**src/rtl/mio_counter_pkg.sv**
```systemverilog
// Shared constants for the three-channel down-counter peripheral.
// Optional prescaler feature: COUNTER_PRESCALE_EN.
package mio_counter_pkg;

    localparam int DATA_W   = 32;
    localparam int N_CHAN   = 3;

    typedef enum logic [1:0] {
        ONESHOT     = 2'b00,
        PERIODIC    = 2'b01,
        SQUARE      = 2'b10,
        ONESHOT_ALT = 2'b11
    } mode_e;

    typedef enum logic [1:0] {
        CH0  = 2'd0,
        CH1  = 2'd1,
        CH2  = 2'd2,
        CTRL = 2'd3
    } reg_e;

    localparam int EN_LSB   = 0;
    localparam int MODE_LSB = 4;
    localparam int MODE_W   = 2;
    localparam int DIV_LSB  = 16;
    localparam int DIV_W    = 16;

`ifdef COUNTER_PRESCALE_EN
    localparam logic [DATA_W-1:0] CTRL_MASK = 32'hFFFF_03F7;
`else
    localparam logic [DATA_W-1:0] CTRL_MASK = 32'h0000_03F7;
`endif

    function automatic logic [MODE_W-1:0] chan_mode(
        input logic [DATA_W-1:0] ctrl,
        input int                n
    );
        return ctrl[MODE_LSB + MODE_W*n +: MODE_W];
    endfunction

endpackage

```
**src/rtl/counter_chan.sv**
```systemverilog
// One down-counter channel: reload R, live count C, event output O.
// Bus load always wins over a tick or terminal event in the same cycle.
module counter_chan
    import mio_counter_pkg::*;
(
    input  logic              clk,
    input  logic              rst,
    input  logic              load,
    input  logic [DATA_W-1:0] load_data,
    input  logic              tick,
    input  logic              enable,
    input  logic [1:0]        mode,
    output logic [DATA_W-1:0] count,
    output logic              out
);

    logic [DATA_W-1:0] reload;
    logic              run;
    logic              evt;
    logic              rearm;
    mode_e             mode_q;

    assign mode_q = mode_e'(mode);
    assign run    = enable && (reload != '0);
    assign evt    = run && tick && (count == DATA_W'(1));
    assign rearm  = (mode_q == PERIODIC) || (mode_q == SQUARE);

    always_ff @(posedge clk) begin
        if (rst) begin
            reload <= '0;
            count  <= '0;
            out    <= 1'b0;
        end else if (load) begin
            reload <= load_data;
            count  <= load_data;
            out    <= 1'b0;
        end else if (run) begin
            if (tick && (count != '0)) begin
                count <= (evt && rearm) ? reload : count - DATA_W'(1);
            end
            // Periodic pulse drops on the following cycle even without a tick
            unique case (mode_q)
                PERIODIC: out <= evt;
                SQUARE:   out <= out ^ evt;
                default:  out <= out | evt;
            endcase
        end
    end

endmodule

```
**src/rtl/counter_x.sv**
```systemverilog
// Three-channel timer peripheral: write decode, control register,
// shared prescaler (COUNTER_PRESCALE_EN) and register read mux.
module counter_x
    import mio_counter_pkg::*;
(
    input  logic              clk,
    input  logic              rst,
    input  logic              counter_we,
    input  logic [1:0]        counter_ch,
    input  logic [DATA_W-1:0] Peripheral_in,
    output logic [DATA_W-1:0] counter_out,
    output logic              counter0_out,
    output logic              counter1_out,
    output logic              counter2_out
);

    logic [DATA_W-1:0] ctrl;
    logic              ctrl_we;
    logic              tick;
    logic [DATA_W-1:0] cnt [N_CHAN];
    logic [N_CHAN-1:0] chan_out;

    assign ctrl_we = counter_we && (reg_e'(counter_ch) == CTRL);

    always_ff @(posedge clk) begin
        if (rst) begin
            ctrl <= '0;
        end else if (ctrl_we) begin
            ctrl <= Peripheral_in & CTRL_MASK;
        end
    end

`ifdef COUNTER_PRESCALE_EN
    logic [DIV_W-1:0] pre;

    assign tick = (pre == ctrl[DIV_LSB +: DIV_W]);

    // A control write restarts the divide sequence from zero
    always_ff @(posedge clk) begin
        if (rst) begin
            pre <= '0;
        end else if (ctrl_we || tick) begin
            pre <= '0;
        end else begin
            pre <= pre + DIV_W'(1);
        end
    end
`else
    assign tick = 1'b1;
`endif

    for (genvar i = 0; i < N_CHAN; i++) begin : g_chan
        counter_chan u_chan (
            .clk       (clk),
            .rst       (rst),
            .load      (counter_we && (counter_ch == 2'(i))),
            .load_data (Peripheral_in),
            .tick      (tick),
            .enable    (ctrl[EN_LSB + i]),
            .mode      (chan_mode(ctrl, i)),
            .count     (cnt[i]),
            .out       (chan_out[i])
        );
    end

    assign counter0_out = chan_out[0];
    assign counter1_out = chan_out[1];
    assign counter2_out = chan_out[2];

    always_comb begin
        counter_out = '0;
        unique case (reg_e'(counter_ch))
            CH0:  counter_out = cnt[0];
            CH1:  counter_out = cnt[1];
            CH2:  counter_out = cnt[2];
            CTRL: counter_out = ctrl;
        endcase
    end

endmodule

```
**config.mk**
```make
export PLATFORM = sky130hd
export DESIGN_NAME = counter_x
export DESIGN_NICKNAME = d
export VERILOG_FILES = /design/src/rtl/mio_counter_pkg.sv /design/src/rtl/counter_chan.sv /design/src/rtl/counter_x.sv
export SDC_FILE = /design/constraint.sdc
export NUM_CORES = 1
export LEC_CHECK = 0
export ABC_AREA = 0
export BUFFER_PORTS_ARGS = -buffer_cell sky130_fd_sc_hd__buf_2
export CORE_MARGIN = 4
export CORE_UTILIZATION = 40
export CTS_CLUSTER_DIAMETER = 200
export DETAILED_ROUTE_END_ITERATION = 12
export MAX_ROUTING_LAYER = met4
export SLEW_MARGIN = 20
export SYNTH_ARGS = -nofsm -noshare
export SYNTH_HDL_FRONTEND = slang
export SYNTH_SLANG_ARGS = --single-unit
```
**constraint.sdc**
```tcl
create_clock -name clk -period 2.6 [get_ports clk]
set_input_delay 0.52 -clock clk [delete_from_list [all_inputs] [get_ports clk]]
set_output_delay 0.52 -clock clk [all_outputs]
set_load 0.02 [all_outputs]
```
## Word level (Yosys, flattened, before mapping)

Index checks and enable logic that the tools add are counted.

| word-level totals | value |
|---|---|
| register bits after elaboration | 204 |

| cells by class | value |
|---|---|
| $add $sub $neg | 3 |
| equality and inequality tests | 12 |
| muxes and demuxes | 16 |
| bitwise logic cells | 6 |
| reductions and logical operators | 35 |

Operator list:

| cell | number |
|---|---|
| $mux 32 | 12 |
| $reduce_bool 32->1 | 6 |
| $pmux 32 s4 | 1 |
| $eq 32x1->1 const B | 3 |
| $sub 32x1->32 const B | 3 |
| $logic_and 1x1->1 | 13 |
| $reduce_bool 2->1 | 6 |
| $eq 2x2->1 const B | 5 |
| $eq 2x1->1 const B | 4 |
| $pmux 1 s2 | 3 |
| $reduce_and 2->1 | 3 |
| $reduce_or 2->1 | 3 |
| $logic_or 1x1->1 | 3 |
| $or 1x1->1 | 3 |
| $xor 1x1->1 | 3 |
| $logic_not 2->1 | 1 |

## Depth between registers and ports, before layout

| depth | value |
|---|---|
| word-level depth | 8 |
| gate-level depth with buffers | 11 |
| mapped depth without buffers | 10 |

## By module

Synthesis repeated with hierarchy kept, for this count alone.

| unflattened totals | value |
|---|---|
| cells, all modules | 1563 |
| area, all modules | 12590.8 sq um |

By module, submodules not included:

| module | times used | cells each | area an instance (sq um) | seq. area each (sq um) |
|---|---|---|---|---|
| counter_chan at g_chan[0].u_chan ... | 2 | 476 | 3719.8 | 1301.2 |
| counter_chan at g_chan[2].u_chan | 1 | 501 | 3980.1 | 1301.2 |
| counter_x | 1 | 110 | 1171.1 | 180.2 |

## Worst setup path before layout

Ideal clock, no wire load.

| timing path | value |
|---|---|
| path kind | register to register |
| start | register g_chan[1].u_chan.count[22] |
| end | register g_chan[1].u_chan.count[11] |
| setup time | 91 ps |
| arrival | 2761 ps |
| required time | 2509 ps |
| slack | -252 ps |
| cell stages (with the launch flop) | 8 |
| path buffers | 1 |
| path through | dfxtp_1 > buf_2 > or4_4 > or4_4 > nand4bb_1 > nor3_1 > mux2_2 > a311oi_1 |

| on the way | value |
|---|---|
| word-level cells in the longest chain between the ends | 7 |

RTL lines:

| element | RTL line | source |
|---|---|---|
| start: declaration | counter_chan.sv:13 | `output logic [DATA_W-1:0] count,` |
| start signal: assignment | counter_chan.sv:35 | `count <= load_data;` |
| start signal: assignment | counter_chan.sv:39 | `count <= (evt && rearm) ? reload : count - DATA_W'(1);` |
| $eq 32x1->1 | counter_chan.sv:25 | `assign evt = run && tick && (count == DATA_W'(1));` |
| $logic_and 1x1->1 | counter_chan.sv:25 |  |
| $logic_and 1x1->1 | counter_chan.sv:39 |  |
| $mux 32 | counter_chan.sv:39 |  |
| $mux 32 | counter_chan.sv:38 | `if (tick && (count != '0)) begin` |
| $mux 32 | counter_chan.sv:37 | `end else if (run) begin` |
| $mux 32 | counter_chan.sv:33 | `end else if (load) begin` |

Several ways; a longest one is shown, not always the timed one. The select of a mux whose other input is x is not followed.
A chain may end at the register's enable or synchronous reset.

## Worst setup path after layout

| timing path | value |
|---|---|
| start | register g_chan[1].u_chan.count[22] |
| end | register g_chan[1].u_chan.count[2] |

Same word-level chain as after synthesis.

==> results by group <==
STA
  • Fin crit period: around 2700 ps
  • Pins Over Slew Limit: 0
  • Clock Skews: 15.8 ps
  • Setup tns final: -812 ps
  • Worst Tran Pin Value: roughly 740 ps
  • RSZ-0062 raised after global routing: yes
  • Fin crit share: 1.02
  • Slew margin rel.: 0.507
  • Final Worst Setup Slack: -56.3 ps
  • Maximum operating frequency: between 300 and 400 MHz
  • Final setup vio count: 27
  • Hold Slack: 318 ps
  • Final Hold Viols: 0

Clock network
  • Hold-fix buffers at CTS: 0
  • Htree depth: 1
  • Clock Sinks: between 200 and 250
  • Worst-path clk slew: 70 ps
  • TritonCTS clock tree: yes
  • Worst-case clock buffer depth: 3
  • Skew-Pair Late Insertion Delay: 530 ps
  • Root buffer cell: clkbuf_16
  • TritonCTS Buffers: 25

Layout
  • Area occupied by multi-input gates: 7410 um^2
  • Commonest cells after routing, fill and taps aside: 265 x nand2_1, 225 x buf_4, 199 x dfxtp_1
  • Sequential Area: 4090 um^2
  • Synthesis-to-finish area growth: 30.5%
  • Share of cells above drive strength 1: 0.259
  • Fillers: approximately 2,900
  • Most common cell after layout, fill and taps aside: nand2_1
  • Nets: about 1,800

Worst hold path
  • Hold/Removal Path Class: in -> reg

Drt
  • Iter 0 DRT Violations: approximately 1,400
  • WL final: 49,900 um
  • Vias per inst: roughly 6
  • DR pass1 iterations: 5
  • Final ANT Viol Nets: 0
  • Average wire per standard cell: between 20 and 25 um
  • Drc violations: 0
  • Vias: between 10,000 and 15,000

Die
  • Die area: between 30,000 and 40,000 um^2
  • Row cnt: 62
  • Initial Util: 0.407
  • Die H: 179 um
  • Core Area: ~29,000 um^2
  • Die Wd: approximately 180 um
  • # IOs: 72

Worst setup path
  • Crit path capture type: flop
  • Worst Path Required: ~3100 ps
  • Critical path class: reg -> reg
  • CP arrival: 3110 ps
  • Critical Path Start Type: flop
  • Crit path max fanout: 6

Run status
  • Status: complete, but fails checks
  • Failing checks: setup timing

GRT
  • Antenna violations before repair: 2
  • Total GRT Usage: 0.300
  • Vias in the first global route: roughly 12,000
  • Largest net degree at the start of global routing: 56
  • First-pass GRT wire length: 74,600 um
  • Remaining Overflow, GRT: 0

Logic synthesis
  • Number of synthesized flops with an enable pin: 0
  • Top_reg_cell synth: dfxtp_1
  • Ys Warns: 0
  • Netlist cell types: 73
  • Asr flop ratio synth: 0
  • Post-synthesis register bit count: 204
  • Post-Synthesis Cells: around 1,500
  • Seq/Total Area, Yosys: 0.347
  • Synthesized area per cell: 7.73 um^2
  • Cell Area, Synth: roughly 12,000 um^2
  • Post-Synthesis Net Count: approximately 1,600

Power and ir drop
  • Total power: ~10 mW
  • Maximum VDD drop: approximately 0.39 mV
  • Pleak: around 6.2 nW
  • Cell Pwr Density: approximately 660 nW/um^2

Job
  • # Max-Cap Violations: 0

Place
  • IO Port Bufs: 71
  • Post-DP HPWL: between 30,000 and 40,000 um
  • RD Place Congestion: between 0.9 and 1
[per-layer routing]
layer  share of wire  vias to the layer above  global-route usage
met5               0                        -                   -
met4           0.046                        0               0.115
met3           0.084                      125              0.0465
met2            0.42                      628               0.434
met1            0.45                     6297               0.423
li1                -                     6008                   -
[Yosys cell counts, types with 4 or more instances]
library cell / count / share of area
xnor2_1: 37 / 0.028
a211oi_1: 21 / 0.013
a21oi_1: 130 / 0.055
nor3b_1: 5 / 0.0032
buf_2: 7 / 0.0030
o211ai_1: 13 / 0.0083
nand3_1: 98 / 0.042
a41oi_1: 4 / 0.0030
o41ai_1: 4 / 0.0030
dfxtp_1: 204 / 0.35
o21a_1: 5 / 0.0032
a211o_1: 4 / 0.0030
or4_1: 20 / 0.013
and4_1: 7 / 0.0052
o31a_1: 5 / 0.0037
a21o_1: 7 / 0.0045
mux2i_1: 54 / 0.046
o21ai_1: 18 / 0.0077
and3_1: 5 / 0.0027
nand3b_1: 4 / 0.0026
or3_1: 20 / 0.011
inv_1: 20 / 0.0064
nor4_1: 46 / 0.024
o21ai_0: 73 / 0.031
clkbuf_1: 102 / 0.033
a31oi_1: 10 / 0.0053
a22oi_1: 42 / 0.027
mux4_2: 9 / 0.017
nand4_1: 19 / 0.010
ha_1: 15 / 0.016
or2_2: 8 / 0.0043
nor2_1: 76 / 0.024
nand2_1: 267 / 0.085
xor2_1: 19 / 0.014
buf_1: 9 / 0.0029
and2_1: 5 / 0.0027
a311oi_1: 6 / 0.0045
nor3_1: 41 / 0.017
o31ai_1: 9 / 0.0057
a22oi_2: 10 / 0.011
a221o_1: 4 / 0.0034
[final cells by class]
cell class | instances | area share
sequential | 204 | 0.267
timing repair buffer | 314 | 0.155
antenna | 1 | 0.000163
inverter | 20 | 0.00489
clock inverter | 9 | 0.0111
clock buffer | 36 | 0.0474
tap | 384 | 0.0313
multi-input combinational | 1175 | 0.483
[report_power, final]
part	switching (mW)	internal [mW]	total [mW]
Sequential	0.122	3.27	3.40
Combinational	1.64	1.21	2.85
Clock	1.42	2.43	3.85
[metrics by stage]
| step | worst slack (ps) | utilization | instance area [um^2] | std cells |
|---|---|---|---|---|
| 2_1_floorplan | -160 | - | 11800 | 1520 |
| 3_3_place_gp | -154 | 0.487 | 14100 | 2085 |
| 3_5_place_dp | -148 | 0.487 | 14100 | 2085 |
| 4_1_cts | -94.7 | 0.521 | 15000 | 2133 |
| 5_1_grt | -95.8 | 0.532 | 15300 | 2143 |
| 6_report | -56.3 | 0.532 | 15300 | 2143 |
[critical path: stages (launching register included)]
cell and delay [ps]:
dfxtp_2 320, or4_4 540, or4_4 520, or4_4 460
a211oi_4 270, buf_6 170, clkbuf_16 170, a22oi_2 50
o21ai_1 80
[final timing paths]
kind                                from                          end  slack, ps  depth (start not counted)
min                    Peripheral_in[29]  g_chan[1].u_chan.reload[29]        320                          3
min reg2reg  g_chan[2].u_chan.reload[30]  g_chan[2].u_chan.reload[30]        470                          2
max reg2reg   g_chan[1].u_chan.count[22]    g_chan[1].u_chan.count[2]        -60                          8
max           g_chan[1].u_chan.count[22]    g_chan[1].u_chan.count[2]        -60                          8
[repair_timing]
action,4_1_cts,5_1_grt
gates resized for setup,14,47
gates cloned,1,2
pin swaps,5,12
setup endpoints to repair,43,49
setup buffers,2,7
[flip-flops by register name, summed over array words and instances (netlist names)]
name and cells:
g_chan.u_chan.count 96, ctrl 9, g_chan.u_chan.out 3, g_chan.u_chan.reload 96
[cell families after synthesis]
| kind of cell | synth area share |
|---|---|
| buf+inv | 0.0474 |
| simple gates | 0.263 |
| flops | 0.347 |
| xor+xnor | 0.0417 |
| compound gates | 0.220 |
| mux | 0.0642 |
| fa+ha+maj | 0.0160 |
Note: power is estimated with default switching activity, not from simulation.
